<file path="config.mk">
export PLATFORM = sky130hd
export DESIGN_NAME = quad_step_gen
export DESIGN_NICKNAME = d
export VERILOG_FILES = /design/src/rtl/quad_step_gen.sv
export SDC_FILE = /design/constraint.sdc
export NUM_CORES = 1
export LEC_CHECK = 0
export ABC_AREA = 1
export BUFFER_PORTS_ARGS = -buffer_cell sky130_fd_sc_hd__buf_2
export CAP_MARGIN = 20
export CORE_MARGIN = 2
export CORE_UTILIZATION = 40
export CTS_CLUSTER_DIAMETER = 100
export DETAILED_ROUTE_END_ITERATION = 8
export MAX_ROUTING_LAYER = met4
export PLACE_DENSITY = 0.61
export SYNTH_ARGS = -nofsm -noshare
export SYNTH_HDL_FRONTEND = slang
export SYNTH_SLANG_ARGS = --single-unit
</file>
<file path="constraint.sdc">
create_clock -name clk -period 3.25 [get_ports clk]
set_clock_uncertainty 0.2 [all_clocks]
set_input_delay 0.1625 -clock clk [delete_from_list [all_inputs] [get_ports clk]]
set_output_delay 0.1625 -clock clk [all_outputs]
set_load 0.02 [all_outputs]
</file>
<file path="src/rtl/quad_step_gen.sv">
// Quadrature front end: sync, deglitch, Gray decode, divide to ce/up steps, wrap position.
// Latency pin->ce_out is 3+FILTER_LEN cycles; no backpressure, pins are sampled every cycle.
module quad_step_gen #(
    parameter int FILTER_LEN = 4,
    parameter int DIV        = 4,
    parameter int WIDTH      = 8
) (
    input  logic             clk,
    input  logic             clr,
    input  logic             a,
    input  logic             b,
    input  logic             l,
    input  logic [WIDTH-1:0] di,
    output logic             ce_out,
    output logic             up_out,
    output logic [WIDTH-1:0] pos,
    output logic             tc,
    output logic             err
);

    localparam int FCW = (FILTER_LEN > 1) ? $clog2(FILTER_LEN) : 1;
    localparam logic [FCW-1:0] FLAST = FCW'(FILTER_LEN - 1);
    localparam int ACW = $clog2(FILTER_LEN + 3);
    localparam logic [ACW-1:0] ARM_END = ACW'(FILTER_LEN + 2);
    localparam logic signed [3:0] ACC_MAX = 4'(DIV - 1);
    localparam logic signed [3:0] ACC_MIN = -ACC_MAX;

    // Bit 1 carries channel A, bit 0 channel B, so {fa,fb} == filt.
    logic [1:0]          s1, s2, filt, prev;
    logic [1:0][FCW-1:0] fcnt;
    logic [ACW-1:0]      arm_cnt;
    logic                armed;
    logic signed [3:0]   acc;
    logic                q_up, q_dn, q_bad;
    logic                step_up, step_dn;

    always_ff @(posedge clk or posedge clr) begin
        if (clr) begin
            s1   <= '0;
            s2   <= '0;
            filt <= '0;
            fcnt <= '0;
        end else begin
            s1 <= {a, b};
            s2 <= s1;
            for (int i = 0; i < 2; i++) begin
                if (s2[i] == filt[i]) begin
                    fcnt[i] <= '0;
                end else if (fcnt[i] == FLAST) begin
                    filt[i] <= s2[i];
                    fcnt[i] <= '0;
                end else begin
                    fcnt[i] <= fcnt[i] + FCW'(1);
                end
            end
        end
    end

    // armed rises one cycle after the counter ends so prev has already absorbed
    // any filtered level that settled from pins held high across reset release.
    always_ff @(posedge clk or posedge clr) begin
        if (clr) begin
            arm_cnt <= '0;
            armed   <= 1'b0;
        end else begin
            if (arm_cnt != ARM_END)
                arm_cnt <= arm_cnt + ACW'(1);
            armed <= (arm_cnt == ARM_END);
        end
    end

    always_comb begin
        q_up  = 1'b0;
        q_dn  = 1'b0;
        q_bad = 1'b0;
        if (armed) begin
            case ({prev, filt})
                4'b00_10, 4'b10_11, 4'b11_01, 4'b01_00: q_up  = 1'b1;
                4'b10_00, 4'b11_10, 4'b01_11, 4'b00_01: q_dn  = 1'b1;
                4'b00_11, 4'b11_00, 4'b10_01, 4'b01_10: q_bad = 1'b1;
                default: ;
            endcase
        end
    end

    assign step_up = q_up && (acc == ACC_MAX);
    assign step_dn = q_dn && (acc == ACC_MIN);

    always_ff @(posedge clk or posedge clr) begin
        if (clr) begin
            prev   <= '0;
            acc    <= '0;
            ce_out <= 1'b0;
            up_out <= 1'b0;
            err    <= 1'b0;
            pos    <= '0;
        end else begin
            prev   <= filt;
            err    <= q_bad;
            ce_out <= step_up | step_dn;
            if (step_up | step_dn)
                up_out <= step_up;

            if (q_up)
                acc <= step_up ? 4'sd0 : acc + 4'sd1;
            else if (q_dn)
                acc <= step_dn ? 4'sd0 : acc - 4'sd1;

            if (l)
                pos <= di;
            else if (step_up)
                pos <= pos + WIDTH'(1);
            else if (step_dn)
                pos <= pos - WIDTH'(1);
        end
    end

    assign tc = up_out ? (pos == '1) : (pos == '0);

endmodule
</file>
======== Yosys cells after proc, flatten, opt, wreduce, memory -nomap -nowiden ========
Cells that the tools add are included.
cells by class
  bitwise operators ....................... 3
  eq/ne operators ......................... 21
  reductions and logical operators ........ 10
  multiplexer cells ....................... 18
  add/sub/neg operators ................... 7
operator list
  kind                                                                   number
  4-bit equality test, second input constant                             6
  8-bit two-way mux                                                      3
  4-bit by 3-bit equality test with 1-bit output, second input constant  5
  4-bit two-way mux                                                      4
  4-bit OR reduction                                                     3
  8-bit by 1-bit adder with 8-bit output, second input constant          1
  4-bit by 2-bit equality test with 1-bit output, second input constant  2
  8-bit equality test, second input constant                             1
  8-bit logical NOT                                                      1
  2-bit two-way mux                                                      4
  8-bit by 1-bit subtractor with 8-bit output, second input constant     1
  1-bit two-way mux                                                      7
  2-bit by 1-bit adder with 2-bit output, second input constant          2
  4-bit by 2-bit adder with 4-bit output, second input constant          1
  2-bit equality test, second input constant                             2
  4-bit by 1-bit equality test with 1-bit output, second input constant  1
  2-bit AND reduction                                                    2
  4-bit by 2-bit subtractor with 4-bit output, second input constant     1
  3-bit by 1-bit adder with 3-bit output, second input constant          1
  3-bit equality test, second input constant                             1
  3-bit != test, second input constant                                   1
  3-bit nonzero test                                                     1
  1-bit equality test                                                    2
  1-bit logical AND                                                      2
  other kinds (3)                                                        4
word-level totals
  flip-flop bits (word level) ............. 31
  input bits .............................. 13
  logic and storage cells ................. 73
  output and inout port bits .............. 12

======== Logic depth before layout (Yosys ltp) ========
Gate-level depths: netlist of run 1.
  depth in word-level cells ............... 8
  gate-level depth with buffers ........... 15
  depth with buffers taken out ............ 15

======== Worst setup path after synthesis of run 1 ========
Ideal clock, no wire load.
  path type ............................... flip-flop to flip-flop
  from .................................... register acc[0]
  to ...................................... register pos[5]
  buffers on the path ..................... 0
  slack ................................... 1101 ps
  data arrival time ....................... 1825 ps
  cell stages (with the launch flop) ...... 13
  library setup time ...................... 124 ps
  cells stage by stage .................... dfrtp_1 ha_1 nand2_1 nor2_4 nand2_4 ha_1 nand3_1 nand3_1 nand2_1 nand3_1 nor2_1 nand3b_1 nand3_1
between the ends
  longest elaborated chain between the ends .. 4
RTL lines
  what                                            RTL line  text
  from (decl)                                     33        logic signed [3:0] acc;
  from (signal assigned)                          105       acc <= step_up ? 4'sd0 : acc + 4'sd1;
  from (signal assigned)                          107       acc <= step_dn ? 4'sd0 : acc - 4'sd1;
  4-bit by 3-bit equality test with 1-bit output  86        assign step_up = q_up && (acc == ACC_MAX);
  1-bit logical AND                               86
  8-bit two-way mux                               111       else if (step_up)
  8-bit two-way mux                               109       if (l)
  to (signal assigned)                            110       pos <= di;
  to (signal assigned)                            112       pos <= pos + WIDTH'(1);
  to (signal assigned)                            114       pos <= pos - WIDTH'(1);
  to (decl)                                       16        output logic [WIDTH-1:0] pos,
Several ways; a longest one is shown, not always the timed one.
A chain may end at the register's enable or synchronous reset.

======== Worst setup path in the final report of run 1 ========
  from .................................... register acc[0]
  to ...................................... register pos[7]
The elaborated chain is that of the path after synthesis.

==> metrics.txt, run 1 <==
largest net degree at the start of global routing=32; WL final=3680 um; Lkg Pwr=1.13 nW; # fillers=393; initial antenna violation count=0; flop2flop setup slack=0.84 ns; RSZ-0062 raised after global routing=false; Slew Limit Headroom=74.7%; total negative slack for setup checks=0 ns; CP Buf/Inv Count=0; type of origin of the critical path=flop; Clock Path Buffers=2; initial core utilization=41.8%; first-pass GRT wire length=6600 um; Synth async-reset ratio=100%; chip width=71.7 um; post_cts resized=0; CTS tree=yes; Period Utilization, post-route=74.3%; initial detailed-routing violation count=106; Largest stage delay, worst path=0.39 ns; critical path endpoint category=flop; overall power=1.99 mW; dpl ws=0.879 ns; Worst-Skew Late Latency=0.28 ns; final RePlAce weighted congestion=0.816; final setup margin=0.835 ns; clock root cell=clkbuf_8; PwrDens=884 nW/um^2; Top FF cell, synth=dfrtp_1; Critical Path AT=2.38 ns; I/O pins=25; row count=24; Max Slew Vio Count=0; Post-DP HPWL=2660 um; placed cell area=2020 sq um; share of layout cells above drive strength 1=20.6%; slowest cell on the critical path=dfrtp_1; WP data required=3.22 ns; cell depth of the worst setup path=13; #FFs+latches synth=31; final instance area=2250 sq um; maxcap violations=0; vias=1495; gr usage total=16.8%; Worst-Margin Slew=0.379 ns; synth unique cells=37; Worst-path clk slew=0.06 ns; H-Tree Depth=2; EDFF count, synth=0; final hold vios=0; most frequent cells in the layout=nand2_1, dfrtp_1, buf_2; maximum clock frequency=414 MHz; post-layout util=51.4%; Core ar.=4380 sq um; vias per cell=4.98; Routed wire per std cell=12.3 um; Antenna Cells=0; R2R cell count=13; Remaining Overflow, GRT=0; Die H=71.7 um; R2R Path Start=acc[0]$_DFFE_PP0P_; status=finished clean; Hold Crit Class=primary input to flop; Peak supply drop=0.375 mV; CP Launch Point=acc[0]$_DFFE_PP0P_; CP Cell Sequence=ha_1 > nand2_1 > nor2_4 > nand2_4 > ha_1 > nand3_1 > nand3_1 > nand2_1 > nand3_1 > nand3_1 > nand3_1 > nand2_1 > nand2_1; DIE AREA=5140 sq um; fin nets=275; sequential-to-total area share from yosys stat=42.3%; capturing point of the worst reg2reg path=pos[7]$_DFFE_PP0P_; DR pass1 iterations=4; port bufs=24; clock tree sinks=31; vias in the first global route=1430; delay-heaviest family, CP=simple AND/OR/NAND/NOR gates; commonest non-fill, non-tap cell in the layout=nand2_1; Worst Setup EP=pos[7]$_DFFE_PP0P_; CTS Buf Count=5; Layout area overhead=22.9%; most used cell, CP=nand3_1; drt drc=0; post-CTS setup buffer count=0; Post-Synthesis Cell Area=1830 sq um; Synth Instances=206; Min Clock Period, post-route=2.41 ns; syn_nets=234; crit-path max FO=15; Avg Inst Size Synth=8.90 sq um; critical path class=flop to flop; Final setup viols=0; antenna viol nets, final=0; yosys warns=0
==> cells in the mapped netlist, types with 4 or more instances <==
master   number  share of area [%]
nand4_1       7                2.4
o21ai_0       9                2.5
xnor2_1       4                1.9
a21oi_1       4                1.1
nand2_1      45                9.2
ha_1         14                9.6
dfrtp_1      31                 42
inv_1        22                4.5
nand2_2       5                1.7
nand3_1      17                4.6
xor2_1        6                2.9
nor2_1        7                1.4
==> stage by stage <==
step,hold slack [ns],cells
CTS,0.0103,300
floorplan,-0.00607,206
finish,0.00684,300
global route,0.0580,300
detailed placement,0.0686,282
global placement,0.0572,282
==> cell type report <==
cell class | instances | area, sq um | share of cell area, %
clock buffer | 6 | 72.6 | 3.22
multi-input combinational | 147 | 948 | 42.1
inverter | 27 | 104 | 4.61
clock inverter | 2 | 60.1 | 2.67
tap | 52 | 65.1 | 2.89
sequential | 31 | 776 | 34.4
timing repair buffer | 35 | 228 | 10.1
==> sequential cells by signal, indices dropped and copies added (netlist names) <==
register and flops:
err 1, acc 4, armed 1, fcnt 4, ce_out 1, pos 8
arm_cnt 3, prev 2, s2 2, s1 2, up_out 1, filt 2
==> power by group <==
part	internal [mW]	switching (mW)	leakage, nW
sequential	0.503	0.125	0.372
combinational	0.351	0.565	0.697
clock	0.306	0.141	0.0654
==> worst min-delay path by stage <==
stage,from,to,cells past startpoint
2_1_floorplan,b,s1[0]$_DFF_PP0_,0
3_3_place_gp,clr,filt[0]$_DFFE_PP0P_,3
3_5_place_dp,clr,filt[0]$_DFFE_PP0P_,3
4_1_cts,di[0],pos[0]$_DFFE_PP0P_,5
5_1_grt,di[0],pos[0]$_DFFE_PP0P_,5
6_report,di[0],pos[0]$_DFFE_PP0P_,5
==> worst register-to-register path, delay by kind of cell, from the launching register on <==
kind	cells	cell delay, ns
flops	1	0.39
fa+ha+maj	2	0.58
simple gates	11	1.14
==> routing by layer <==
layer / GRT usage, % / part of all wire (%)
met5: - / 0
met4: 5.24 / 1.4
met3: 3.38 / 3.9
met2: 25.5 / 48
met1: 22.8 / 47
==> kinds of logic (layout without fill, tap and decap cells) <==
group                    count (synthesis)  count (layout)  synth area share (%)
adder cells (fa/ha/maj)                 15              15                  10.6
XOR/XNOR                                10              10                  4.78
buffers and inverters                   28              70                  5.94
multiplexers                             1               1                 0.546
flip-flops                              31              31                  42.3
AO/OA/AOI/OAI                           26              26                  8.46
AND/OR/NAND/NOR                         95              95                  27.3
==> repair_timing <==
item,in CTS,in global routing
endpoints found under the hold margin,40,0
endpoints found under the setup margin,0,0
hold buffers,10,0
Note: power is estimated with default switching activity, not from simulation.
==> run 2: changes to the inputs <==
--- a/config.mk
+++ b/config.mk
@@ -13,7 +13,7 @@
 export CTS_CLUSTER_DIAMETER = 100
 export DETAILED_ROUTE_END_ITERATION = 8
 export MAX_ROUTING_LAYER = met4
-export PLACE_DENSITY = 0.61
+export PLACE_DENSITY = 0.63
 export SYNTH_ARGS = -nofsm -noshare
 export SYNTH_HDL_FRONTEND = slang
 export SYNTH_SLANG_ARGS = --single-unit
==> constraint.sdc (replaced) <==
create_clock -name clk -period 2.1 [get_ports clk]
set_clock_uncertainty 0.2 [all_clocks]
set_input_delay 0.105 -clock clk [delete_from_list [all_inputs] [get_ports clk]]
set_output_delay 0.105 -clock clk [all_outputs]
set_load 0.02 [all_outputs]
==> run 2 against run 1 <==
  * The run now ends with setup timing left
  * Design area rose by 19%
  * Maximum frequency is 9.6% higher
  * Critical path depth is 1 lower
  * Register-to-register slack worse by 0.94 ns
  * Worst hold slack better by 0.0094 ns
  * Worst setup slack got worse by 0.94 ns
  * First-iteration DRC count decreased by 9.4%
  * Global-route usage rose by 3.0 points
  * Sequential cell count stayed put
  * Critical endpoint is now pos[6]$_DFFE_PP0P_
==> metrics.txt, run 2 (same netlist as run 1, synthesis figures left out) <==
post-layout util=61.1% (+9.7 points); R2R cell count=12 (-1); R2R Path Start=acc[0]$_DFFE_PP0P_; flop2flop setup slack=-0.10 ns (-0.94 ns); Worst-path clk slew=0.07 ns (about the same); most frequent cells in the layout=nand2_1, dfrtp_1, buf_4; Post-DP HPWL=2880 um (+8.3%); vias in the first global route=1692 (+18%); Critical Path AT=2.20 ns (-0.18 ns); antenna viol nets, final=0 (unchanged); Min Clock Period, post-route=2.20 ns (-0.211 ns); critical path endpoint category=flop; total negative slack for setup checks=-0.302 ns (-0.302 ns); DR pass1 iterations=4 (unchanged); capturing point of the worst reg2reg path=pos[6]$_DFFE_PP0P_; gr usage total=19.8% (+3.0 points); I/O pins=25 (unchanged); GR peak layer=met2; commonest non-fill, non-tap cell in the layout=nand2_1; Max Slew Vio Count=0 (unchanged); Final Non-Filler Cells=334 (+11%); maxcap violations=0 (unchanged); Most flops, register=pos; CTS tree=yes; Clock Path Buffers=2 (unchanged); met2 usage=31.1% (+5.6 points); clock tree sinks=31 (unchanged); sequential share of power=26.8% (-4.7 points); Slew Limit Headroom=77.5% (+2.7 points); status=complete, but fails checks; H-Tree Depth=2 (unchanged); failing checks=setup timing; Antenna Cells=0 (unchanged); Hold EP=pos[0]$_DFFE_PP0P_; port bufs=24 (unchanged); Lkg Pwr=1.29 nW (+14%); initial detailed-routing violation count=96 (-9.4%); vias per cell=5.04 (+1.1%); vias=1682 (+13%); share of layout cells above drive strength 1=39.7% (+19 points); drt drc=0 (unchanged); Period Utilization, post-route=105% (+31 points); internal cell power=1.97 mW (+70%); Die H=71.7 um (unchanged); Core ar.=4380 sq um (unchanged); met3 Use GR=4.64% (+1.3 points); RSZ-0062 raised after global routing=true; CTS Buf Count=5 (unchanged); initial core utilization=41.8% (unchanged); fin nets=309 (+12%); chip width=71.7 um (unchanged); Final setup viols=5 (+5); crit-path max FO=5 (-10); Peak supply drop=0.641 mV (+71%); row count=24 (unchanged); WL final=4520 um (+23%); Clk pwr share=13.6% (-8.9 points); Remaining Overflow, GRT=0 (unchanged); combinational cell fraction of total power=59.6% (+14 points); Worst-Margin Slew=0.338 ns (-0.0412 ns); clock root cell=clkbuf_8; final hold vios=0 (unchanged); leading registers by flop count=pos x8, acc x4, fcnt x4; max reg flops=8 (unchanged); DIE AREA=5140 sq um (unchanged); met1 usage=24.3% (+1.6 points); hold_sp=l; type of origin of the critical path=flop; largest net degree at the start of global routing=25 (-22%); Net Sw Power=1.59 mW (+92%); maximum clock frequency=454 MHz (+9.6%); PwrDens=1330 nW/um^2 (+51%); sw frac=44.6% (+2.9 points); final RePlAce weighted congestion=0.833 (+2.1%); placed cell area=2190 sq um (+8.4%); final setup margin=-0.104 ns (-0.939 ns); worst hold path depth=4 (-1); dpl ws=-0.0863 ns (-0.965 ns); WP data required=2.09 ns (-1.13 ns); initial antenna violation count=0 (unchanged); Hold Crit Class=primary input to flop; Worst-Skew Late Latency=0.30 ns (+0.02 ns); DP Cell Count=303 (+7.4%); Routed wire per std cell=13.5 um (+10%); critical path class=flop to flop; Layout area overhead=46.2%; first-pass GRT wire length=7530 um (+14%); final instance area=2680 sq um (+19%)
[run 2: critical path: stages (launching register included)]
cell,delay [ns]
dfrtp_1,0.36
ha_2,0.19
nand2_2,0.07
nor2_4,0.20
nand2_4,0.13
ha_1,0.34
nand2_1,0.06
inv_1,0.08
nand4_1,0.14
nand4_1,0.12
nand3_1,0.08
nand3_1,0.08
nand2_1,0.05
[run 2: metal layers]
metal / up-vias / part of all wire [%]
li1: 843 / -
met1: 786 / 43
met2: 37 / 50
met3: 16 / 3.9
met4: 0 / 3.1
met5: - / 0
[run 2: area by class of cell]
class	count	area [sq um]
fill	359	1700
clock buffer	5	68.8
timing repair buffer	68	489
clock inverter	3	23.8
multi-input combinational	148	1150
sequential	31	776
inverter	27	104
tap	52	65.1
[run 2: how the worst max path moves through the flow]
stage	endpoint	from	slack, ns	cells past startpoint
3_5_place_dp	pos[5]$_DFFE_PP0P_	acc[0]$_DFFE_PP0P_	-0.09	12
2_1_floorplan	pos[5]$_DFFE_PP0P_	acc[0]$_DFFE_PP0P_	0.02	12
3_3_place_gp	pos[7]$_DFFE_PP0P_	filt[1]$_DFFE_PP0P_	-0.08	14
4_1_cts	pos[5]$_DFFE_PP0P_	acc[0]$_DFFE_PP0P_	-0.05	12
6_report	pos[6]$_DFFE_PP0P_	acc[0]$_DFFE_PP0P_	-0.10	12
5_1_grt	pos[6]$_DFFE_PP0P_	acc[1]$_DFFE_PP0P_	-0.28	13
[run 2: timing repair]
item	in CTS	in global routing
pin swaps	15	16
cloned	1	0
gates resized for setup	24	13
setup endpoints to repair	5	8
hold buffers	14	0
buffers inserted	2	6
endpoints found under the hold margin	41	0
[run 2: stage by stage]
stage	total power [mW]	hold WS, ns
floorplan	2.07	-0.0636
global placement	2.60	-0.150
detailed placement	2.63	-0.150
CTS	3.41	0.0132
global route	3.88	0.0671
finish	3.57	0.0162
[run 2: power by group through the flow]
| stage | sequential (mW) | clock [mW] | combinational (mW) |
|---|---|---|---|
| floorplan | 1.02 | 0 | 1.05 |
| global placement | 0.947 | 0 | 1.65 |
| detailed placement | 0.952 | 0 | 1.68 |
| CTS | 0.956 | 0.506 | 1.94 |
| global route | 0.983 | 0.544 | 2.35 |
| finish | 0.954 | 0.487 | 2.13 |
